--- config.mk ---
export PLATFORM = sky130hd
export DESIGN_NAME = branch_predictor_flat
export DESIGN_NICKNAME = d
export VERILOG_FILES = /design/src/rtl/branch_predictor_if.sv /design/src/rtl/branch_predictor.sv /design/src/flat_wrapper.sv
export SDC_FILE = /design/constraint.sdc
export NUM_CORES = 2
export LEC_CHECK = 0
export CORE_ASPECT_RATIO = 0.5
export CORE_UTILIZATION = 45
export DETAILED_ROUTE_END_ITERATION = 12
export PLACE_DENSITY = 0.74
export SYNTH_ARGS = -nofsm -noshare
export SYNTH_HDL_FRONTEND = slang
export SYNTH_SLANG_ARGS = --single-unit
--- constraint.sdc ---
create_clock -name clk -period 6.3 [get_ports clk]
set_clock_uncertainty 0.05 [all_clocks]
set_input_delay 1.26 -clock clk [delete_from_list [all_inputs] [get_ports clk]]
set_output_delay 1.26 -clock clk [all_outputs]
set_load 0.01 [all_outputs]
--- src/rtl/branch_predictor_if.sv ---
// Lookup/update bundle between the pipeline and the branch predictor.
// The master side is the pipeline and the slave side is the predictor.
`timescale 1ns/1ps
interface branch_predictor_if #(
  parameter int ADDR_W = 32
);
  logic [ADDR_W-1:0] if_pc;
  logic              pred_taken;
  logic [ADDR_W-1:0] pred_target;
  logic              upd_valid;
  logic [ADDR_W-1:0] upd_pc;
  logic              upd_taken;
  logic [ADDR_W-1:0] upd_target;
  logic              upd_pred_taken;
  logic [ADDR_W-1:0] upd_pred_target;
  logic              flush;
  logic              mispredict;

  modport master (
    output if_pc, upd_valid, upd_pc, upd_taken, upd_target,
           upd_pred_taken, upd_pred_target, flush,
    input  pred_taken, pred_target, mispredict
  );

  modport slave (
    input  if_pc, upd_valid, upd_pc, upd_taken, upd_target,
           upd_pred_taken, upd_pred_target, flush,
    output pred_taken, pred_target, mispredict
  );
endinterface

--- src/rtl/branch_predictor.sv ---
// Direct-mapped BTB with saturating direction counters: combinational IF lookup, EX-stage training.
// Optional hit/miss statistics counters are enabled with BRANCH_PREDICTOR_STATS_EN.
`timescale 1ns/1ps
module branch_predictor #(
  parameter int ENTRIES = 16,
  parameter int ADDR_W  = 32,
  parameter int CTR_W   = 2
) (
  input  logic                 clk,
  input  logic                 reset,
  branch_predictor_if.slave    bus
`ifdef BRANCH_PREDICTOR_STATS_EN
  ,
  output logic [31:0]          stat_branches,
  output logic [31:0]          stat_mispredicts
`endif
);
  localparam int IDX_W = $clog2(ENTRIES);
  localparam int TAG_W = ADDR_W - IDX_W - 2;
  localparam logic [CTR_W-1:0] CTR_WT  = CTR_W'(1) << (CTR_W - 1);
  localparam logic [CTR_W-1:0] CTR_WNT = CTR_WT - CTR_W'(1);
  localparam logic [CTR_W-1:0] CTR_MAX = {CTR_W{1'b1}};
  localparam logic [CTR_W-1:0] CTR_MIN = {CTR_W{1'b0}};

  logic [ENTRIES-1:0] r_valid;
  logic [TAG_W-1:0]   r_tag    [ENTRIES];
  logic [ADDR_W-1:0]  r_target [ENTRIES];
  logic [CTR_W-1:0]   r_ctr    [ENTRIES];

  logic [IDX_W-1:0]   w_lk_idx;
  logic [TAG_W-1:0]   w_lk_tag;
  logic               w_lk_hit;
  logic               w_pred_taken;
  logic [ADDR_W-1:0]  w_pred_target;
  logic [IDX_W-1:0]   w_up_idx;
  logic [TAG_W-1:0]   w_up_tag;
  logic               w_up_hit;
  logic [CTR_W-1:0]   w_ctr_inc;
  logic [CTR_W-1:0]   w_ctr_dec;
  logic               w_mispredict;
  logic               w_unused_pc;

  // Word-offset bits never select an entry.
  assign w_unused_pc = ^{bus.if_pc[1:0], bus.upd_pc[1:0]};

  // Fetch-side lookup on registered state; no bypass from a same-cycle update.
  always_comb begin
    w_lk_idx = bus.if_pc[IDX_W+1:2];
    w_lk_tag = bus.if_pc[ADDR_W-1:IDX_W+2];
    w_lk_hit = r_valid[w_lk_idx] && (r_tag[w_lk_idx] == w_lk_tag);
    if (w_lk_hit && r_ctr[w_lk_idx][CTR_W-1]) begin
      w_pred_taken  = 1'b1;
      w_pred_target = r_target[w_lk_idx];
    end else begin
      w_pred_taken  = 1'b0;
      w_pred_target = bus.if_pc + ADDR_W'(32'd4);
    end
  end

  // Training-side entry match and saturated counter candidates.
  always_comb begin
    w_up_idx = bus.upd_pc[IDX_W+1:2];
    w_up_tag = bus.upd_pc[ADDR_W-1:IDX_W+2];
    w_up_hit = r_valid[w_up_idx] && (r_tag[w_up_idx] == w_up_tag);
    if (r_ctr[w_up_idx] == CTR_MAX) begin
      w_ctr_inc = CTR_MAX;
    end else begin
      w_ctr_inc = r_ctr[w_up_idx] + CTR_W'(1);
    end
    if (r_ctr[w_up_idx] == CTR_MIN) begin
      w_ctr_dec = CTR_MIN;
    end else begin
      w_ctr_dec = r_ctr[w_up_idx] - CTR_W'(1);
    end
  end

  assign w_mispredict = bus.upd_valid &&
                        ((bus.upd_pred_taken != bus.upd_taken) ||
                         (bus.upd_taken && (bus.upd_pred_target != bus.upd_target)));

  assign bus.pred_taken  = w_pred_taken;
  assign bus.pred_target = w_pred_target;
  assign bus.mispredict  = w_mispredict;

  // Table state: flush beats a same-cycle update; a not-taken miss never allocates.
  always_ff @(posedge clk or negedge reset) begin
    if (!reset) begin
      r_valid <= {ENTRIES{1'b0}};
      for (int i = 0; i < ENTRIES; i++) begin
        r_tag[i]    <= {TAG_W{1'b0}};
        r_target[i] <= {ADDR_W{1'b0}};
        r_ctr[i]    <= CTR_WNT;
      end
    end else if (bus.flush) begin
      r_valid <= {ENTRIES{1'b0}};
    end else if (bus.upd_valid) begin
      if (w_up_hit) begin
        if (bus.upd_taken) begin
          r_ctr[w_up_idx]    <= w_ctr_inc;
          r_target[w_up_idx] <= bus.upd_target;
        end else begin
          r_ctr[w_up_idx]    <= w_ctr_dec;
        end
      end else if (bus.upd_taken) begin
        r_valid[w_up_idx]  <= 1'b1;
        r_tag[w_up_idx]    <= w_up_tag;
        r_target[w_up_idx] <= bus.upd_target;
        r_ctr[w_up_idx]    <= CTR_WT;
      end else begin
        r_valid <= r_valid;
      end
    end else begin
      r_valid <= r_valid;
    end
  end

`ifdef BRANCH_PREDICTOR_STATS_EN
  logic [31:0] r_stat_branches;
  logic [31:0] r_stat_mispredicts;

  // Resolved-branch and mispredict counters, wrapping at 2^32.
  always_ff @(posedge clk or negedge reset) begin
    if (!reset) begin
      r_stat_branches    <= 32'd0;
      r_stat_mispredicts <= 32'd0;
    end else if (bus.flush) begin
      r_stat_branches    <= 32'd0;
      r_stat_mispredicts <= 32'd0;
    end else if (bus.upd_valid) begin
      r_stat_branches <= r_stat_branches + 32'd1;
      if (w_mispredict) begin
        r_stat_mispredicts <= r_stat_mispredicts + 32'd1;
      end else begin
        r_stat_mispredicts <= r_stat_mispredicts;
      end
    end else begin
      r_stat_branches    <= r_stat_branches;
      r_stat_mispredicts <= r_stat_mispredicts;
    end
  end

  assign stat_branches    = r_stat_branches;
  assign stat_mispredicts = r_stat_mispredicts;
`endif
endmodule

--- src/flat_wrapper.sv ---
// flat-port wrapper written by rule: the top's interface ports become plain ports
module branch_predictor_flat 
#(
  parameter int ENTRIES = 16,
  parameter int ADDR_W  = 32,
  parameter int CTR_W   = 2
)
  (clk, reset, bus_if_pc, bus_upd_valid, bus_upd_pc, bus_upd_taken, bus_upd_target, bus_upd_pred_taken, bus_upd_pred_target, bus_flush, bus_pred_taken, bus_pred_target, bus_mispredict);
  branch_predictor_if #(.ADDR_W(ADDR_W)) bus_i ();
  input  logic clk;
  input  logic reset;
  input wire logic [$bits(bus_i.if_pc)-1:0] bus_if_pc;
  input wire logic [$bits(bus_i.upd_valid)-1:0] bus_upd_valid;
  input wire logic [$bits(bus_i.upd_pc)-1:0] bus_upd_pc;
  input wire logic [$bits(bus_i.upd_taken)-1:0] bus_upd_taken;
  input wire logic [$bits(bus_i.upd_target)-1:0] bus_upd_target;
  input wire logic [$bits(bus_i.upd_pred_taken)-1:0] bus_upd_pred_taken;
  input wire logic [$bits(bus_i.upd_pred_target)-1:0] bus_upd_pred_target;
  input wire logic [$bits(bus_i.flush)-1:0] bus_flush;
  output wire logic [$bits(bus_i.pred_taken)-1:0] bus_pred_taken;
  output wire logic [$bits(bus_i.pred_target)-1:0] bus_pred_target;
  output wire logic [$bits(bus_i.mispredict)-1:0] bus_mispredict;
  assign bus_i.if_pc = bus_if_pc;
  assign bus_i.upd_valid = bus_upd_valid;
  assign bus_i.upd_pc = bus_upd_pc;
  assign bus_i.upd_taken = bus_upd_taken;
  assign bus_i.upd_target = bus_upd_target;
  assign bus_i.upd_pred_taken = bus_upd_pred_taken;
  assign bus_i.upd_pred_target = bus_upd_pred_target;
  assign bus_i.flush = bus_flush;
  assign bus_pred_taken = bus_i.pred_taken;
  assign bus_pred_target = bus_i.pred_target;
  assign bus_mispredict = bus_i.mispredict;
  branch_predictor #(.ENTRIES(ENTRIES), .ADDR_W(ADDR_W), .CTR_W(CTR_W)) u_core (.clk(clk), .reset(reset), .bus(bus_i));
endmodule
==> results.json <==
{
  "status": "finished clean",
  "slew_headroom_pct": 32.5,
  "die_area_um2": 113000,
  "nets": 3581,
  "numClockSinks": 976,
  "place_hpwl_mm": 87.9,
  "portBuffers": 165,
  "cp-end-kind": "output port",
  "grt_pass1_vias": 32700,
  "crit_type": "input pin to output port",
  "coreArea_um2": 110000,
  "crit_start": "bus_if_pc[2]",
  "rr_worst_depth": 10,
  "post-place-cells": 4833,
  "synth_nets": 3451,
  "fin_crit_sh_pct": 98.0,
  "finalHoldViolations": 0,
  "holdWs_ps": 451,
  "cp_slowest_cell": "mux4_2",
  "p_total_mw": 16.1,
  "viasPerCell": 6.22,
  "drc_errors": 0,
  "antenna_found_initial": 14,
  "worst_slew_pin_slew_ps": 1010,
  "cap_violations": 0,
  "syn_inst": 3316,
  "ant_nets": 0,
  "wl_per_cell_um": 28.3,
  "ys_types": 77,
  "leakagePower_nw": 25.5,
  "clk_pin_slew_ps": 60,
  "h-tree-depth": 3,
  "placed_area_um2": 53800,
  "grt-ovfl-total": 0,
  "ff2ff_setup_slack_ps": 2100,
  "cts.root.buffer_cell": "clkbuf_16",
  "syn_to_final_growth_pct": 14.1,
  "r2r_end": "u_core.r_tag[338]",
  "synth.top_cells.by_count": "dfrtp_1 (960), mux2_2 (746), mux4_2 (367), mux2_1 (228), clkbuf_1 (160)",
  "yosysWarnings": 0,
  "start_kind": "input pin",
  "slew_violations": 0,
  "ys.flop_type": "dfrtp_1",
  "required_ps": 4990,
  "ios": 168,
  "post-route-min-period_ps": 6170,
  "ir_worst_vdd_mv": 0.240,
  "grt_usage_pct": 25.6,
  "cts_tree": "yes",
  "holdBufCountCts": 0,
  "hold_class": "register to register",
  "worstPathArrival_ps": 4860,
  "rsz0062_at_grt": "false",
  "insertion_delay_ps": 680,
  "synth_area_leaders": "dfrtp_1 (48%), mux2_2 (17%), mux4_2 (16%), mux2_1 (5.1%), mux2i_1 (1.4%)",
  "syn_area_um2": 50100,
  "critPathCapture": "bus_pred_target[19]",
  "synth_most_common_cell": "dfrtp_1",
  "pwr_density_cell_nw_per_um2": 282,
  "wirelength_mm": 142,
  "final_area_um2": 57100,
  "r2r_start": "u_core.r_tag[335]",
  "gp_congestion": 0.891,
  "async_flop_share_pct": 100,
  "rows": 86,
  "grt_max_degree": 181,
  "drt_iter0_drc": 3310,
  "worst_slack_ps": 127,
  "cts_inserted_buffers": 94,
  "cts_buffer_depth": 3,
  "cp_cell_sequence": "buf_16 -> buf_12 -> mux4_2 -> mux4_2 -> xor2_1 -> nor4_2 -> buf_4 -> nand4_1 -> nor4b_4 -> buf_6 -> buf_12 -> buf_4 -> mux2_2 -> dlygate4sd2_1",
  "cpPeakStageDelay_ps": 550,
  "setup_viol": 0,
  "floorplan.initialDensity_pct": 45.5,
  "syn_area_per_cell_um2": 15.1,
  "dr.pass1.iters": 5,
  "die_w_um": 474,
  "yosysTopAreaCell": "dfrtp_1",
  "pre_cts_ws_ps": -218,
  "vias": 31200,
  "fill_cells": 8951,
  "synth_edf_count": 0,
  "yosysSeqAreaShare_pct": 48.8,
  "grt_pass1_wl_mm": 215,
  "die_h_um": 238,
  "post_layout_nonfiller_instances": 5025,
  "layout-drive-gt1-share_pct": 42.7,
  "yosysTopAreaCellShare_pct": 48.0,
  "crit_path_max_fanout": 16,
  "max_freq_ghz": 0.162,
  "yosys_register_bits": 976
}
## repair_timing
item | 4_1_cts | 5_1_grt
buffers inserted | 12 | 0
gates resized for setup | 43 | 1
gates cloned | 1 | 0
pin swaps | 4 | 2
endpoints found under the setup margin | 32 | 15
## sequential cells by signal (all words and copies together), names as in the netlist
signal / flops
u_core.r_ctr: 32
u_core.r_tag: 416
u_core.r_target: 512
u_core.r_valid: 16
## worst min-delay path by stage
stage          cells past startpoint  slack, ps            startpoint              endpoint
2_1_floorplan                      2        420       u_core.r_ctr[2]       u_core.r_ctr[2]
3_3_place_gp                       1        430  u_core.r_target[358]  u_core.r_target[358]
3_5_place_dp                       1        440  u_core.r_target[499]  u_core.r_target[499]
4_1_cts                            2        450      u_core.r_ctr[30]      u_core.r_ctr[30]
5_1_grt                            1        460  u_core.r_target[300]  u_core.r_target[300]
6_report                           1        450   u_core.r_target[55]   u_core.r_target[55]
## stage by stage
step	utilization (%)	TNS (ps)
3_3_place_gp	48.8	-5800
4_1_cts	51.9	0
5_1_grt	51.9	0
2_1_floorplan	-	0
6_report	51.9	0
3_5_place_dp	48.8	-6340
## cell usage in the layout, fill, tap and decap left out, types with 14 or more instances in the layout
cell / synthesis / final
clkbuf_8: 0 / 23
nand3_1: 31 / 27
dfrtp_1: 960 / 960
xnor2_1: 53 / 53
dfstp_2: 16 / 16
nor2_1: 63 / 50
inv_1: 29 / 29
mux2_1: 228 / 228
mux4_2: 367 / 367
dlygate4sd2_1: 0 / 31
o21ai_0: 63 / 63
mux2_2: 746 / 746
xor2_1: 54 / 54
a2bb2oi_1: 17 / 17
nor2b_1: 19 / 19
clkinv_2: 0 / 16
a21oi_1: 14 / 14
clkdlybuf4s50_1: 0 / 126
buf_12: 2 / 41
a22oi_1: 21 / 21
clkbuf_16: 0 / 95
clkbuf_1: 160 / 24
buf_4: 36 / 125
mux2i_1: 69 / 68
nand2_1: 81 / 81
nand4_1: 14 / 14
## per-layer routing
metal,part of all wire (%),vias to the layer above,routed length (um),GRT usage [%]
met5,0.049,-,69,0
met4,4.6,10,6480,10.9
met3,7.2,338,10200,4.71
met2,47,1239,66800,40.6
met1,41,16900,58600,34.7
li1,-,12800,-,-
## where the power goes
part | internal, mW | switching, mW | leakage (nW) | total [mW]
registers | 7.08 | 0.514 | 12.9 | 7.60
logic | 1.48 | 1.16 | 11.0 | 2.65
clock network | 3.35 | 2.52 | 1.57 | 5.87
total | 11.9 | 4.19 | 25.5 | 16.1
## cell families (layout without fill, tap and decap cells)
| logic type | Yosys count | in the layout | synth area share, % |
|---|---|---|---|
| AOI/OAI and AO/OA | 200 | 200 | 2.78 |
| xor gates and xnor gates | 107 | 107 | 1.87 |
| adders and majority gates | 2 | 2 | 0.0450 |
| buffers and inverters | 332 | 540 | 3.53 |
| DFF | 976 | 976 | 48.8 |
| muxes | 1410 | 1410 | 39.8 |
| other | 0 | 5 | 0 |
| and+or+nand+nor | 289 | 289 | 3.21 |
## critical path, delay by kind of cell
family	cells	cell delay [ps]
XOR/XNOR	1	250
multiplexers	3	1360
AND/OR/NAND/NOR	3	720
buffers and inverters	7	1250
## area by class of cell
type	count	area [um^2]	share of cell area, %
multi-input cells	2008	24000	42.1
repair buffers	334	3470	6.07
clock inverters	32	403	0.705
diodes	5	12.5	0.0219
well taps	1496	1870	3.28
clock buffers	142	2780	4.87
flip-flops and latches	976	24400	42.8
inverters	32	123	0.215
No activity file was read; power rests on OpenSTA's default activity.
